**src/rtl/t04_lcd_pkg.sv**
```systemverilog
// Shared command codes and receiver state for the 8080-style LCD bus receiver.
// Imported by the synchronizer front end and the decoder top.
package t04_lcd_pkg;

    localparam logic [7:0] CMD_SWRST   = 8'h01;
    localparam logic [7:0] CMD_SLPIN   = 8'h10;
    localparam logic [7:0] CMD_SLPOUT  = 8'h11;
    localparam logic [7:0] CMD_DISPOFF = 8'h28;
    localparam logic [7:0] CMD_DISPON  = 8'h29;
    localparam logic [7:0] CMD_CASET   = 8'h2A;
    localparam logic [7:0] CMD_PASET   = 8'h2B;
    localparam logic [7:0] CMD_RAMWR   = 8'h2C;
    localparam logic [7:0] CMD_MADCTL  = 8'h36;
    localparam logic [7:0] CMD_COLMOD  = 8'h3A;

    localparam logic [7:0] COLMOD_RST  = 8'h66;

    typedef enum logic [2:0] {
        ST_IDLE,
        ST_CASET,
        ST_PASET,
        ST_COLMOD,
        ST_MADCTL,
        ST_RAMWR
    } rx_state_t;

    // State a command byte leads into; anything without parameters idles.
    function automatic rx_state_t cmd_target(input logic [7:0] c);
        rx_state_t s;
        s = ST_IDLE;
        case (c)
            CMD_CASET:  s = ST_CASET;
            CMD_PASET:  s = ST_PASET;
            CMD_COLMOD: s = ST_COLMOD;
            CMD_MADCTL: s = ST_MADCTL;
            CMD_RAMWR:  s = ST_RAMWR;
            default:    s = ST_IDLE;
        endcase
        return s;
    endfunction

endpackage

```
**src/rtl/t04_lcd_bus_sync.sv**
```systemverilog
// Synchronizes the asynchronous write bus and turns wrx rising edges
// (while selected) into single-cycle byte strobes.
module t04_lcd_bus_sync
    import t04_lcd_pkg::*;
#(
    parameter int SYNC_STAGES = 2
) (
    input  logic       clk,
    input  logic       nrst,
    input  logic       csx,
    input  logic       dcx,
    input  logic       wrx,
    input  logic [7:0] data,
    output logic       byte_strb,
    output logic       byte_dcx,
    output logic [7:0] byte_data,
    output logic       csx_rise
);

    logic [SYNC_STAGES-1:0]      csx_q;
    logic [SYNC_STAGES-1:0]      dcx_q;
    logic [SYNC_STAGES-1:0]      wrx_q;
    logic [SYNC_STAGES-1:0][7:0] data_q;
    logic                        wrx_d;
    logic                        csx_d;
    logic                        csx_s;
    logic                        wrx_s;

    // Idle-high strobes reset high so a held-high bus gives no false edge.
    always_ff @(posedge clk or negedge nrst) begin
        if (!nrst) begin
            csx_q  <= '1;
            dcx_q  <= '0;
            wrx_q  <= '1;
            data_q <= '0;
            wrx_d  <= 1'b1;
            csx_d  <= 1'b1;
        end else begin
            csx_q  <= {csx_q[SYNC_STAGES-2:0], csx};
            dcx_q  <= {dcx_q[SYNC_STAGES-2:0], dcx};
            wrx_q  <= {wrx_q[SYNC_STAGES-2:0], wrx};
            data_q <= {data_q[SYNC_STAGES-2:0], data};
            wrx_d  <= wrx_s;
            csx_d  <= csx_s;
        end
    end

    assign csx_s     = csx_q[SYNC_STAGES-1];
    assign wrx_s     = wrx_q[SYNC_STAGES-1];
    assign byte_dcx  = dcx_q[SYNC_STAGES-1];
    assign byte_data = data_q[SYNC_STAGES-1];
    assign byte_strb = wrx_s & ~wrx_d & ~csx_s;
    assign csx_rise  = csx_s & ~csx_d;

endmodule

```
**src/rtl/t04_lcd_bus_receiver.sv**
```systemverilog
// Panel-side decoder for the 8080 write bus: command/parameter parsing,
// panel state registers and RGB565 pixel strobes with coordinates.
module t04_lcd_bus_receiver
    import t04_lcd_pkg::*;
#(
    parameter int SYNC_STAGES = 2,
    parameter int X_MAX       = 239,
    parameter int Y_MAX       = 319
) (
    input  logic        clk,
    input  logic        nrst,
    input  logic        csx,
    input  logic        dcx,
    input  logic        wrx,
    input  logic [7:0]  data,
    output logic        cmd_valid,
    output logic [7:0]  cmd,
    output logic [15:0] x_start,
    output logic [15:0] x_end,
    output logic [15:0] y_start,
    output logic [15:0] y_end,
    output logic [7:0]  colmod,
    output logic [7:0]  madctl,
    output logic        sleep,
    output logic        disp_on,
    output logic        pix_valid,
    output logic [15:0] pix,
    output logic [15:0] pix_x,
    output logic [15:0] pix_y
);

    localparam logic [15:0] XM = 16'(X_MAX);
    localparam logic [15:0] YM = 16'(Y_MAX);

    logic        byte_strb;
    logic        byte_dcx;
    logic [7:0]  byte_data;
    logic        csx_rise;
    logic        cmdb;
    logic        par;

    rx_state_t   state_q;
    rx_state_t   state_d;
    logic [1:0]  cnt_q;
    logic        phase_q;
    logic [7:0]  b0_q;
    logic [15:0] sh_s_q;
    logic [7:0]  sh_e_q;
    logic [15:0] cur_x;
    logic [15:0] cur_y;

    t04_lcd_bus_sync #(
        .SYNC_STAGES(SYNC_STAGES)
    ) u_sync (
        .clk      (clk),
        .nrst     (nrst),
        .csx      (csx),
        .dcx      (dcx),
        .wrx      (wrx),
        .data     (data),
        .byte_strb(byte_strb),
        .byte_dcx (byte_dcx),
        .byte_data(byte_data),
        .csx_rise (csx_rise)
    );

    assign cmdb = byte_strb & ~byte_dcx;
    assign par  = byte_strb & byte_dcx;

    always_ff @(posedge clk or negedge nrst) begin
        if (!nrst) begin
            state_q <= ST_IDLE;
        end else begin
            state_q <= state_d;
        end
    end

    always_comb begin
        state_d = state_q;
        if (csx_rise) begin
            state_d = ST_IDLE;
        end else if (cmdb) begin
            state_d = cmd_target(byte_data);
        end else if (par) begin
            unique case (state_q)
                ST_CASET,
                ST_PASET: if (cnt_q == 2'd3) state_d = ST_IDLE;
                ST_COLMOD,
                ST_MADCTL: state_d = ST_IDLE;
                default: ;
            endcase
        end
    end

    always_ff @(posedge clk or negedge nrst) begin
        if (!nrst) begin
            cmd_valid <= 1'b0;
            cmd       <= '0;
            x_start   <= '0;
            x_end     <= XM;
            y_start   <= '0;
            y_end     <= YM;
            colmod    <= COLMOD_RST;
            madctl    <= '0;
            sleep     <= 1'b1;
            disp_on   <= 1'b0;
            pix_valid <= 1'b0;
            pix       <= '0;
            pix_x     <= '0;
            pix_y     <= '0;
            cnt_q     <= '0;
            phase_q   <= 1'b0;
            b0_q      <= '0;
            sh_s_q    <= '0;
            sh_e_q    <= '0;
            cur_x     <= '0;
            cur_y     <= '0;
        end else begin
            cmd_valid <= cmdb;
            pix_valid <= 1'b0;
            if (csx_rise) begin
                cnt_q   <= '0;
                phase_q <= 1'b0;
            end else if (cmdb) begin
                cmd     <= byte_data;
                cnt_q   <= '0;
                phase_q <= 1'b0;
                case (byte_data)
                    CMD_SWRST: begin
                        x_start <= '0;
                        x_end   <= XM;
                        y_start <= '0;
                        y_end   <= YM;
                        colmod  <= COLMOD_RST;
                        madctl  <= '0;
                        sleep   <= 1'b1;
                        disp_on <= 1'b0;
                        pix     <= '0;
                        pix_x   <= '0;
                        pix_y   <= '0;
                        cur_x   <= '0;
                        cur_y   <= '0;
                    end
                    CMD_SLPIN:   sleep   <= 1'b1;
                    CMD_SLPOUT:  sleep   <= 1'b0;
                    CMD_DISPOFF: disp_on <= 1'b0;
                    CMD_DISPON:  disp_on <= 1'b1;
                    CMD_RAMWR: begin
                        cur_x <= x_start;
                        cur_y <= y_start;
                        pix_x <= x_start;
                        pix_y <= y_start;
                    end
                    default: ;
                endcase
            end else if (par) begin
                unique case (state_q)
                    ST_CASET, ST_PASET: begin
                        cnt_q <= cnt_q + 2'd1;
                        // Window only moves once all four bytes have arrived.
                        unique case (cnt_q)
                            2'd0: sh_s_q[15:8] <= byte_data;
                            2'd1: sh_s_q[7:0]  <= byte_data;
                            2'd2: sh_e_q       <= byte_data;
                            default: begin
                                if (state_q == ST_CASET) begin
                                    x_start <= sh_s_q;
                                    x_end   <= {sh_e_q, byte_data};
                                end else begin
                                    y_start <= sh_s_q;
                                    y_end   <= {sh_e_q, byte_data};
                                end
                            end
                        endcase
                    end
                    ST_COLMOD: colmod <= byte_data;
                    ST_MADCTL: madctl <= byte_data;
                    ST_RAMWR: begin
                        if (!phase_q) begin
                            b0_q    <= byte_data;
                            phase_q <= 1'b1;
                        end else begin
                            phase_q   <= 1'b0;
                            pix       <= {b0_q, byte_data};
                            pix_valid <= 1'b1;
                            pix_x     <= cur_x;
                            pix_y     <= cur_y;
                            if (cur_x == x_end) begin
                                cur_x <= x_start;
                                cur_y <= (cur_y == y_end) ?
                                         y_start : cur_y + 16'd1;
                            end else begin
                                cur_x <= cur_x + 16'd1;
                            end
                        end
                    end
                    default: ;
                endcase
            end
        end
    end

endmodule
```
**config.mk**
```make
export PLATFORM = sky130hd
export DESIGN_NAME = t04_lcd_bus_receiver
export DESIGN_NICKNAME = d
export VERILOG_FILES = /design/src/rtl/t04_lcd_pkg.sv /design/src/rtl/t04_lcd_bus_sync.sv /design/src/rtl/t04_lcd_bus_receiver.sv
export SDC_FILE = /design/constraint.sdc
export NUM_CORES = 1
export LEC_CHECK = 0
export BUFFER_PORTS_ARGS = -buffer_cell sky130_fd_sc_hd__buf_2
export CAP_MARGIN = 5
export CORE_ASPECT_RATIO = 1.75
export CORE_MARGIN = 2
export CORE_UTILIZATION = 55
export DETAILED_ROUTE_END_ITERATION = 10
export GPL_TIMING_DRIVEN = 0
export PLACE_DENSITY = 0.75
export SKIP_CTS_REPAIR_TIMING = 1
export SLEW_MARGIN = 40
export SYNTH_ARGS = -nofsm -noshare
export SYNTH_HDL_FRONTEND = slang
export SYNTH_SLANG_ARGS = --single-unit
```
**constraint.sdc**
```tcl
create_clock -name clk -period 5.4 [get_ports clk]
set_clock_uncertainty 0.05 [all_clocks]
set_input_delay 1.08 -clock clk [delete_from_list [all_inputs] [get_ports clk]]
set_output_delay 1.08 -clock clk [all_outputs]
set_load 0.02 [all_outputs]
```
==> results by group <==
Outcome
  • Outcome: finished clean

Global routing
  • First-pass GRT wire length: 46,800 µm
  • Initial antenna violation count: 0
  • Gr ovfl total: 0
  • Total GRT Usage: 30.7%
  • Number of global-route vias before repair: 8,554
  • Largest net degree at the start of global routing: 75

Worst setup path
  • Cells along the critical path: nor3b_1, a21boi_1, o31ai_2, a21oi_2, buf_4, o21ai_0, o2bb2ai_1
  • Crit Path Max Fanout: 10
  • Crit. End Element: register
  • WS Path Type: register to register
  • R2R cell count: 7
  • Critical Path AT: 3.70 ns
  • CP required: 5.73 ns
  • Worst Setup Start Kind: register
  • CP max-delay cell: nor3b_1
  • Worst path max stage delay: 0.70 ns

Synth
  • Leading register cell type out of synthesis: dfrtp_1
  • Mean post-synth cell area: 10.2 µm²
  • Seq/Total Area, Yosys: 56.4%
  • Post-synthesis cell type count: 64
  • Post-synthesis register bit count: 234
  • Post-Syn Area: 0.0104 mm²
  • EDFF count, synth: 0
  • Cell count after synthesis: 1,025
  • Syn_nets: 1,045
  • Warnings, synthesis: 0
  • Top post-synthesis cells by area: dfrtp_1 (50%), nand2_1 (6.6%), dfstp_2 (6.3%)
  • Post-synth top area share: 50.1%
  • Most common cell in the netlist: dfrtp_1
  • Biggest area consumer among synthesized cells: dfrtp_1
  • Asr flop ratio synth: 100%
  • Post-synth top cells: dfrtp_1 (209), nand2_1 (184), o21ai_0 (123)

Timing
  • Tightest Pin Transition: 0.857 ns
  • Final hold viol count: 0
  • Max Fclk: 0.297 GHz
  • Fin crit period: 3.37 ns
  • Final worst-path setup slack: 2.03 ns
  • Setup-failing EPs final: 0
  • Max Slew Vio Count: 0
  • Unrepaired setup endpoints after global routing: no
  • Worst rel slew slack: 42.7%
  • Total Neg Setup Slack: 0 ns
  • Period utilization: 62.3%

Worst hold path
  • Hold Crit Depth: 0
  • Hold Crit Class: register to register

Drt
  • Pre-antenna DRT Iters: 7
  • Drt drc: 0
  • Routed Wire Length: 30,400 µm
  • Total number of vias: 8,545
  • DRT antenna net count: 0
  • Vias/cell: 5.86
  • Drt wl/cell: 20.8 µm
  • Detailed Route Iter0 Violations: 488

Finish
  • Final Core Density: 66.6%
  • Fillers: 1,534
  • Layout cell share with drive strength beyond 1: 24.7%
  • # diodes: 0
  • Final net count: 1,224
  • Final instance area: 0.0124 mm²
  • P&R area growth vs syn: 18.6%
  • Multi-input logic area: 0.00412 mm²
  • FF+latch area: 0.00589 mm²

Power and ir drop
  • Int Pwr: 3.14 mW
  • Pleak: 5.82 nW
  • NetSw: 1.19 mW
  • Net Sw Frac: 27.5%
  • Sequential power share: 46.6%
  • Logic pwr share: 15.0%
  • Clk pwr share: 38.4%
  • Peak VDD IR: 0.000295 V
  • Pwr per Cell Area: 350 mW/mm²
  • Power Total: 4.34 mW

CTS
  • CTS H-tree depth: 1
  • Skew-Pair Late Insertion Delay: 0.52 ns
  • CTS buffer count: 22
  • Clk Tree Root Cell: clkbuf_16
  • CTS Buffer Depth: 3
  • CTS tree: built
  • Clk slew on worst S/H paths: 0.07 ns
  • Clk sinks: 234

Job
  • Max-cap viol count: 0

Place
  • Buffers on Ports: 152
  • GP Congestion: 0.957
  • HPWL after detailed placement: 22,400 µm
  • Setup WS pre-CTS: 2.21 ns
  • Placed cell areas: 0.0116 mm²

Floorplan
  • Row count: 66
  • I/O pins: 153
  • Die ar.: 0.0201 mm²
  • Starting density of the core: 56.2%
  • Core area: 0.0186 mm²
  • Die Wd: 108 µm
  • Die H: 186 µm
-- cell usage in the layout (no fill, tap or decap), types with 21 or more instances in the layout --
master	count
a21oi_1	21
nand3_1	27
mux2_2	50
nor2_1	56
o21ai_0	123
xnor2_1	25
clkbuf_16	23
clkbuf_1	58
buf_2	165
nand2_1	184
a22oi_1	35
inv_1	25
xor2_1	21
dfrtp_1	209
dfstp_2	25
-- per-layer routing --
layer	GRT usage [%]	part of all wire [%]	routed length, µm	vias up
met2	55.2	52	15900	350
li1	-	-	-	3907
met3	4.18	6.0	1820	105
met5	0	0	0	-
met4	19.3	7.0	2130	0
met1	33.6	35	10500	4183
-- power by group through the flow --
| stage | Clock (mW) | Sequential, mW | Combinational [mW] |
|---|---|---|---|
| after floorplan | 0 | 2.12 | 0.333 |
| after global placement | 0 | 2.04 | 0.628 |
| after detailed placement | 0 | 2.05 | 0.651 |
| after CTS | 1.68 | 2.02 | 0.653 |
| after global routing | 1.76 | 2.04 | 0.728 |
| final | 1.67 | 2.02 | 0.651 |
-- per-stage QoR --
| step | cells | hold slack (ns) |
|---|---|---|
| after CTS | 1458 | 0.297 |
| final | 1458 | 0.296 |
| after global routing | 1458 | 0.302 |
| after global placement | 1415 | 0.282 |
| after detailed placement | 1418 | 0.285 |
| after floorplan | 1025 | 0.281 |
-- cell families after synthesis --
| logic type | after synthesis | synth area share [%] |
|---|---|---|
| AO/OA/AOI/OAI | 239 | 14.3 |
| AND/OR/NAND/NOR | 339 | 14.6 |
| buffers and inverters | 105 | 4.15 |
| adder cells (fa/ha/maj) | 7 | 0.839 |
| multiplexers | 55 | 5.87 |
| XOR/XNOR | 46 | 3.86 |
| flip-flops | 234 | 56.4 |
-- worst max-delay path, delay by kind of cell, from the launching register on --
kind	cells	cell delay, ns
simple gates	1	0.70
buf+inv	1	0.28
compound gates	5	1.66
flops	1	0.53
-- final timing paths --
kind | start | endpoint | slack (ns)
worst max-delay path | u_sync.wrx_q[1] | cur_y[7] | 2.03
worst min-delay path | u_sync.data_q[3] | u_sync.byte_data[3] | 0.30
worst max register to register | u_sync.wrx_q[1] | cur_y[7] | 2.03
worst min register to register | u_sync.data_q[3] | u_sync.byte_data[3] | 0.30
max in group asynchronous | nrst | y_end[1] | 3.89
min in group asynchronous | nrst | u_sync.dcx_q[1] | 0.37
-- final cells by class --
cell class | instances | share of cell area, %
Multi-Input combinational cell | 686 | 33.3
Clock buffer | 31 | 5.30
Buffer | 80 | 2.74
Sequential cell | 234 | 47.6
Tap cell | 238 | 2.41
Inverter | 25 | 0.758
Timing Repair Buffer | 155 | 6.89
Clock inverter | 9 | 1.05
No activity file was read; power rests on OpenSTA's default activity.
